**src/rtl/fast_frame_sequencer.sv**
```systemverilog
// Generic synchronous FIFO with registered pointers and an occupancy count.
// Latency: a written entry is visible at rd_dat the cycle after the write.
// Backpressure: wr_rdy drops when full unless a read happens in the same cycle.
module sync_fifo #(
    parameter int WIDTH = 20,
    parameter int DEPTH = 16
) (
    input  logic                     core_clk,
    input  logic                     arst_n,
    input  logic                     wr_vld,
    output logic                     wr_rdy,
    input  logic [WIDTH-1:0]         wr_dat,
    output logic                     rd_vld,
    input  logic                     rd_rdy,
    output logic [WIDTH-1:0]         rd_dat,
    output logic [$clog2(DEPTH):0]   count
);
    localparam int AW = $clog2(DEPTH);

    logic [WIDTH-1:0] mem [DEPTH];
    logic [AW-1:0]    wr_ptr;
    logic [AW-1:0]    rd_ptr;
    logic             wr_acc;
    logic             rd_acc;

    assign rd_vld = (count != '0);
    assign rd_acc = rd_vld & rd_rdy;
    // A full FIFO still takes a write when the head leaves in the same cycle.
    assign wr_rdy = (count != (AW+1)'(DEPTH)) | rd_acc;
    assign wr_acc = wr_vld & wr_rdy;
    assign rd_dat = rd_vld ? mem[rd_ptr] : '0;

    always_ff @(posedge core_clk or negedge arst_n) begin
        if (!arst_n) begin
            wr_ptr <= '0;
            rd_ptr <= '0;
            count  <= '0;
        end else begin
            if (wr_acc) wr_ptr <= wr_ptr + 1'b1;
            if (rd_acc) rd_ptr <= rd_ptr + 1'b1;
            case ({wr_acc, rd_acc})
                2'b10:   count <= count + 1'b1;
                2'b01:   count <= count - 1'b1;
                default: count <= count;
            endcase
        end
    end

    always_ff @(posedge core_clk) begin
        if (wr_acc) mem[wr_ptr] <= wr_dat;
    end
endmodule

// Frame sequencer: feeds FAST_with_NMS one pixel per ce, drains it with flush cycles, queues corners.
// Latency: fast_ce/fast_data one cycle after the pixel handshake; corners visible one cycle after corner_in.
// Backpressure: pixel ready and flush ce stall while the corner FIFO is within two entries of full.
module fast_frame_sequencer #(
    parameter int COL_NUM     = 640,
    parameter int ROW_NUM     = 480,
    parameter int PIXEL_WIDTH = 8,
    parameter int FLUSH_LINES = 6,
    parameter int FIFO_DEPTH  = 16
) (
    input  logic                   clk,
    input  logic                   rst,
    input  logic                   start,
    output logic                   busy,
    output logic                   frame_done,
    input  logic [PIXEL_WIDTH-1:0] s_pix_data,
    input  logic                   s_pix_valid,
    output logic                   s_pix_ready,
    output logic                   fast_ce,
    output logic [PIXEL_WIDTH-1:0] fast_data,
    input  logic                   corner_in,
    input  logic [9:0]             x_in,
    input  logic [9:0]             y_in,
    output logic                   m_corner_valid,
    input  logic                   m_corner_ready,
    output logic [9:0]             m_corner_x,
    output logic [9:0]             m_corner_y,
    output logic [15:0]            corner_count,
    output logic                   overflow
);
    localparam int FLUSH_CYC = FLUSH_LINES * COL_NUM;
    localparam int COL_W     = (COL_NUM > 1) ? $clog2(COL_NUM) : 1;
    localparam int ROW_W     = (ROW_NUM > 1) ? $clog2(ROW_NUM) : 1;
    localparam int FL_W      = (FLUSH_CYC > 1) ? $clog2(FLUSH_CYC) : 1;
    localparam int CNT_W     = $clog2(FIFO_DEPTH) + 1;

    localparam logic [COL_W-1:0] COL_LAST   = COL_W'(COL_NUM - 1);
    localparam logic [ROW_W-1:0] ROW_LAST   = ROW_W'(ROW_NUM - 1);
    localparam logic [FL_W-1:0]  FLUSH_LAST = FL_W'(FLUSH_CYC - 1);
    localparam logic [CNT_W-1:0] STALL_LVL  = CNT_W'(FIFO_DEPTH - 2);

    typedef enum logic [1:0] {
        IDLE  = 2'd0,
        RUN   = 2'd1,
        FLUSH = 2'd2,
        DONE  = 2'd3
    } state_t;

    state_t           state;
    state_t           state_nxt;
    logic [COL_W-1:0] col;
    logic [ROW_W-1:0] row;
    logic [FL_W-1:0]  flush_cnt;
    logic [CNT_W-1:0] fifo_count;
    logic             fifo_wr_rdy;
    logic             stall;
    logic             pix_hs;
    logic             flush_ce;
    logic             last_pix;
    logic             last_flush;
    logic             frame_start;
    logic             done_now;
    logic             push_acc;
    logic             push_drop;

    // Two-entry margin absorbs corners already inside the core when ce stops.
    assign stall       = (fifo_count >= STALL_LVL);
    assign s_pix_ready = (state == RUN) & ~stall;
    assign pix_hs      = s_pix_valid & s_pix_ready;
    assign flush_ce    = (state == FLUSH) & ~stall;
    assign last_pix    = (col == COL_LAST) & (row == ROW_LAST);
    assign last_flush  = (flush_cnt == FLUSH_LAST);
    assign busy        = (state != IDLE);
    assign push_acc    = corner_in & fifo_wr_rdy;
    assign push_drop   = corner_in & ~fifo_wr_rdy;

    always_ff @(posedge clk or negedge rst) begin
        if (!rst) state <= IDLE;
        else      state <= state_nxt;
    end

    always_comb begin
        state_nxt   = state;
        frame_start = 1'b0;
        done_now    = 1'b0;
        case (state)
            IDLE: begin
                if (start) begin
                    state_nxt   = RUN;
                    frame_start = 1'b1;
                end
            end
            RUN: begin
                if (pix_hs && last_pix) state_nxt = FLUSH;
            end
            FLUSH: begin
                if (flush_ce && last_flush) state_nxt = DONE;
            end
            DONE: begin
                if (!m_corner_valid) begin
                    state_nxt = IDLE;
                    done_now  = 1'b1;
                end
            end
            default: state_nxt = IDLE;
        endcase
    end

    always_ff @(posedge clk or negedge rst) begin
        if (!rst) begin
            col        <= '0;
            row        <= '0;
            flush_cnt  <= '0;
            fast_ce    <= 1'b0;
            fast_data  <= '0;
            frame_done <= 1'b0;
        end else begin
            fast_ce    <= pix_hs | flush_ce;
            frame_done <= done_now;
            if (pix_hs)              fast_data <= s_pix_data;
            else if (state == FLUSH) fast_data <= '0;

            if (frame_start) begin
                col       <= '0;
                row       <= '0;
                flush_cnt <= '0;
            end else begin
                if (pix_hs) begin
                    if (col == COL_LAST) begin
                        col <= '0;
                        row <= (row == ROW_LAST) ? '0 : row + 1'b1;
                    end else begin
                        col <= col + 1'b1;
                    end
                end
                if (flush_ce) flush_cnt <= flush_cnt + 1'b1;
            end
        end
    end

    // A corner arriving on the start cycle belongs to the new frame.
    always_ff @(posedge clk or negedge rst) begin
        if (!rst) begin
            corner_count <= '0;
            overflow     <= 1'b0;
        end else if (frame_start) begin
            corner_count <= {15'd0, push_acc};
            overflow     <= push_drop;
        end else begin
            if (push_acc && (corner_count != 16'hFFFF)) corner_count <= corner_count + 1'b1;
            if (push_drop) overflow <= 1'b1;
        end
    end

    sync_fifo #(
        .WIDTH (20),
        .DEPTH (FIFO_DEPTH)
    ) u_corner_fifo (
        .core_clk (clk),
        .arst_n   (rst),
        .wr_vld   (corner_in),
        .wr_rdy   (fifo_wr_rdy),
        .wr_dat   ({x_in, y_in}),
        .rd_vld   (m_corner_valid),
        .rd_rdy   (m_corner_ready),
        .rd_dat   ({m_corner_x, m_corner_y}),
        .count    (fifo_count)
    );
endmodule

```
**config.mk**
```make
export PLATFORM = sky130hd
export DESIGN_NAME = fast_frame_sequencer
export DESIGN_NICKNAME = d
export VERILOG_FILES = /design/src/rtl/fast_frame_sequencer.sv
export SDC_FILE = /design/constraint.sdc
export NUM_CORES = 1
export LEC_CHECK = 0
export BUFFER_PORTS_ARGS = -buffer_cell sky130_fd_sc_hd__clkbuf_2
export CAP_MARGIN = 20
export CORE_ASPECT_RATIO = 0.8
export CORE_MARGIN = 3
export CORE_UTILIZATION = 40
export CTS_BUF_LIST = sky130_fd_sc_hd__clkbuf_8
export DETAILED_ROUTE_END_ITERATION = 8
export PLACE_DENSITY = 0.57
export SLEW_MARGIN = 5
export SYNTH_ARGS = -nofsm -noshare
export SYNTH_HDL_FRONTEND = slang
export SYNTH_SLANG_ARGS = --single-unit
```
**constraint.sdc**
```tcl
create_clock -name clk -period 4.4 [get_ports clk]
set_clock_uncertainty 0.05 [all_clocks]
set_input_delay 0 -clock clk [delete_from_list [all_inputs] [get_ports clk]]
set_output_delay 0 -clock clk [all_outputs]
set_load 0.01 [all_outputs]
```
==> results.json <==
{
  "outcome": "complete, no violations",
  "gp_congestion": 0.803,
  "clkTransAtPathRegs_ns": 0.05,
  "core_area_sq_mm": 0.0395,
  "grt_pass1_wl_microns": 56700,
  "clockPowerShare": 0.265,
  "antenna_found_initial": 0,
  "nNetsFinal": 1135,
  "cts_tree": "done",
  "ys.flop_type": "edfxtp_1",
  "synthesis.area_per_instance_sq_um": 17.7,
  "die_h_microns": 185,
  "netlist_instances": 911,
  "p_leak_nw": 6.76,
  "p_total_w": 0.0112,
  "peakVddDrop_mv": 0.261,
  "netlist_area_sq_mm": 0.0161,
  "drtIter0Drc": 705,
  "die_area_sq_mm": 0.0427,
  "end_kind": "output pin",
  "grt.total_usage": 0.178,
  "clock_path_buffers": 3,
  "vias": 8883,
  "overflow": 0,
  "finalSetupViolCount": 0,
  "start_kind": "flop",
  "maxCapViolations": 0,
  "grt_pass1_vias": 9127,
  "numCtsBuffers": 66,
  "cts_num_sinks": 393,
  "yosys-top-cells-area": "edfxtp_1 60%, dfrtp_1 11%, mux4_2 11%, mux2i_1 2.7%, ha_1 1.3%",
  "routed_via_density": 5.33,
  "worstPathRequired_ns": 4.35,
  "relSlewSlack": 0.268,
  "fmax_ghz": 0.272,
  "post-route-min-period_ns": 3.67,
  "antenna_left": 0,
  "worst_pin_slew_ns": 1.10,
  "dp_hpwl_microns": 21900,
  "start_util": 0.407,
  "postLayoutCoreUtil": 0.477,
  "rsz0062_at_grt": "no",
  "synth_edf_count": 320,
  "worst-path-max-fanout": 20,
  "wl_per_cell_microns": 22.1,
  "p_int_w": 0.00758,
  "cts_setup_buffers": 0,
  "synth_seq_cells": 393,
  "final_common_cell": "edfxtp_1",
  "ys_seq_area_frac": 0.711,
  "synth_fp_nets": 963,
  "cts-htree-levels": 3,
  "clockRootBuffer": "clkbuf_8",
  "clock_latency_ns": 0.59,
  "cp_slowest_stage_delay_ns": 0.94,
  "ys_warn_count": 0,
  "diodes": 0,
  "switching_share": 0.326,
  "most-common-layout-cells": "320 x edfxtp_1, 82 x clkbuf_2, 80 x mux4_2",
  "async_reset_ff_frac": 0.186,
  "die_w_microns": 230,
  "drt-total-wl_microns": 36900,
  "drc": 0,
  "nFillCells": 3425,
  "p_switching_w": 0.00366,
  "firstDrtPassIters": 5,
  "path_cells": "or4_4 -> or2_1 -> or2b_1 -> o22ai_1 -> clkbuf_2",
  "drv_slew": 0,
  "power_density_mw_per_mm2": 597,
  "hold_class": "in -> reg",
  "pin_count": 84,
  "seqPwrFrac": 0.443,
  "portBuffers": 83,
  "area_delta_synth_final_pct": 17.1,
  "cp_slowest_cell": "or2b_1",
  "synth_top_area_share": 0.598,
  "placed_cell_area_sq_mm": 0.0172,
  "fin_area_sq_mm": 0.0188,
  "final_cells": 1666,
  "drive_above_1_share": 0.274,
  "fin_setup_tns_ns": 0,
  "critPathArrivalTime_ns": 3.62,
  "num_rows": 65,
  "hold_viol_final": 0,
  "synth_top_area_cell": "edfxtp_1",
  "pwr-share-comb": 0.292,
  "grt_start_max_net_pins": 74,
  "min_period_over_period": 0.835,
  "post_synth_num_cell_types": 67,
  "reg2reg_slack_ns": 1.48,
  "path_class": "reg -> out",
  "place_inst": 1514
}
[path summary, 6_finish.rpt]
| check | from | to | cells after the start |
|---|---|---|---|
| min | s_pix_data[3] | fast_data[3] | 4 |
| max | u_corner_fifo.count[1] | m_corner_x[5] | 5 |
| min in group asynchronous | rst | row[0] | 3 |
| max reg2reg | u_corner_fifo.count[1] | u_corner_fifo.count[4] | 9 |
| max in group asynchronous | rst | u_corner_fifo.rd_ptr[0] | 4 |
| min reg2reg | col[9] | col[9] | 1 |
[flip-flops by register name, summed over array words and instances (netlist names)]
| name | count |
|---|---|
| col | 10 |
| corner_count | 16 |
| fast_ce | 1 |
| fast_data | 8 |
| flush_cnt | 12 |
| frame_done | 1 |
| overflow | 1 |
| row | 9 |
| state | 2 |
| u_corner_fifo.count | 5 |
| u_corner_fifo.mem | 320 |
| u_corner_fifo.rd_ptr | 4 |
| u_corner_fifo.wr_ptr | 4 |
[per-stage QoR]
stage / worst slack (ns) / hold slack, ns
finish: 0.728 / 0.106
CTS: 0.662 / 0.0488
detailed placement: 1.32 / 0.160
global placement: 1.29 / 0.155
global route: 0.545 / 0.119
floorplan: 1.34 / -0.346
[synth_stat cells (5+ instances only)]
master and n:
edfxtp_1 320, mux4_2 80, dfrtp_1 73, nand2_1 48, mux2i_1 43, nor2_1 41, o21ai_0 22, nand3_1 21
o22ai_1 21, a21oi_1 20, clkbuf_1 19, ha_1 17, inv_1 17, xnor2_1 15, buf_2 14, xor2_1 13
nand4_1 12, nor3_1 11, or3_1 10, and2_1 6, and3_1 6, o31ai_1 5
[routing by layer]
metal,part of all wire,wire length (microns),vias to the layer above,global-route usage
li1,-,-,3970,-
met1,0.48,17700,4607,0.272
met2,0.44,16200,251,0.258
met3,0.061,2240,55,0.0386
met4,0.019,695,0,0.0494
met5,0,0,-,0
[cell families (layout without fill, tap and decap cells)]
logic type | count (synthesis) | in the layout | share of synthesized area
adder cells (fa/ha/maj) | 18 | 18 | 0.0145
buffers and inverters | 58 | 277 | 0.0156
AO/OA/AOI/OAI | 96 | 96 | 0.0399
XOR/XNOR | 28 | 28 | 0.0153
flip-flops | 393 | 393 | 0.711
AND/OR/NAND/NOR | 191 | 191 | 0.0612
multiplexers | 127 | 127 | 0.142
[worst max-delay path: cells and delay by family (launching register included)]
kind                   cells  cell delay [ns]
AOI/OAI and AO/OA          1             0.44
DFF                        1             0.43
buffers and inverters      1             0.23
and+or+nand+nor            3             1.93
[cell type report]
cell class / instances / area [sq um] / area share
clock inverter: 43 / 204 / 0.0108
tap: 536 / 671 / 0.0356
inverter: 18 / 67.6 / 0.00359
sequential: 393 / 11400 / 0.608
timing repair buffer: 144 / 1020 / 0.0539
clock buffer: 72 / 991 / 0.0526
multi-input combinational: 460 / 4440 / 0.236
[timing repair]
action                                 in CTS  in global routing
setup endpoints to repair                   0                  0
gates resized for setup                     0                  0
endpoints found under the hold margin     421                 10
hold buffers                               34                  1
[power by group through the flow]
stage / registers, W / clock network (W) / logic [W]
2_1_floorplan: 0.00471 / 0 / 0.00238
3_3_place_gp: 0.00505 / 0 / 0.00323
3_5_place_dp: 0.00507 / 0 / 0.00326
4_1_cts: 0.00500 / 0.00307 / 0.00329
5_1_grt: 0.00506 / 0.00324 / 0.00356
6_report: 0.00498 / 0.00298 / 0.00328
Power figures use the tool's default switching activity.
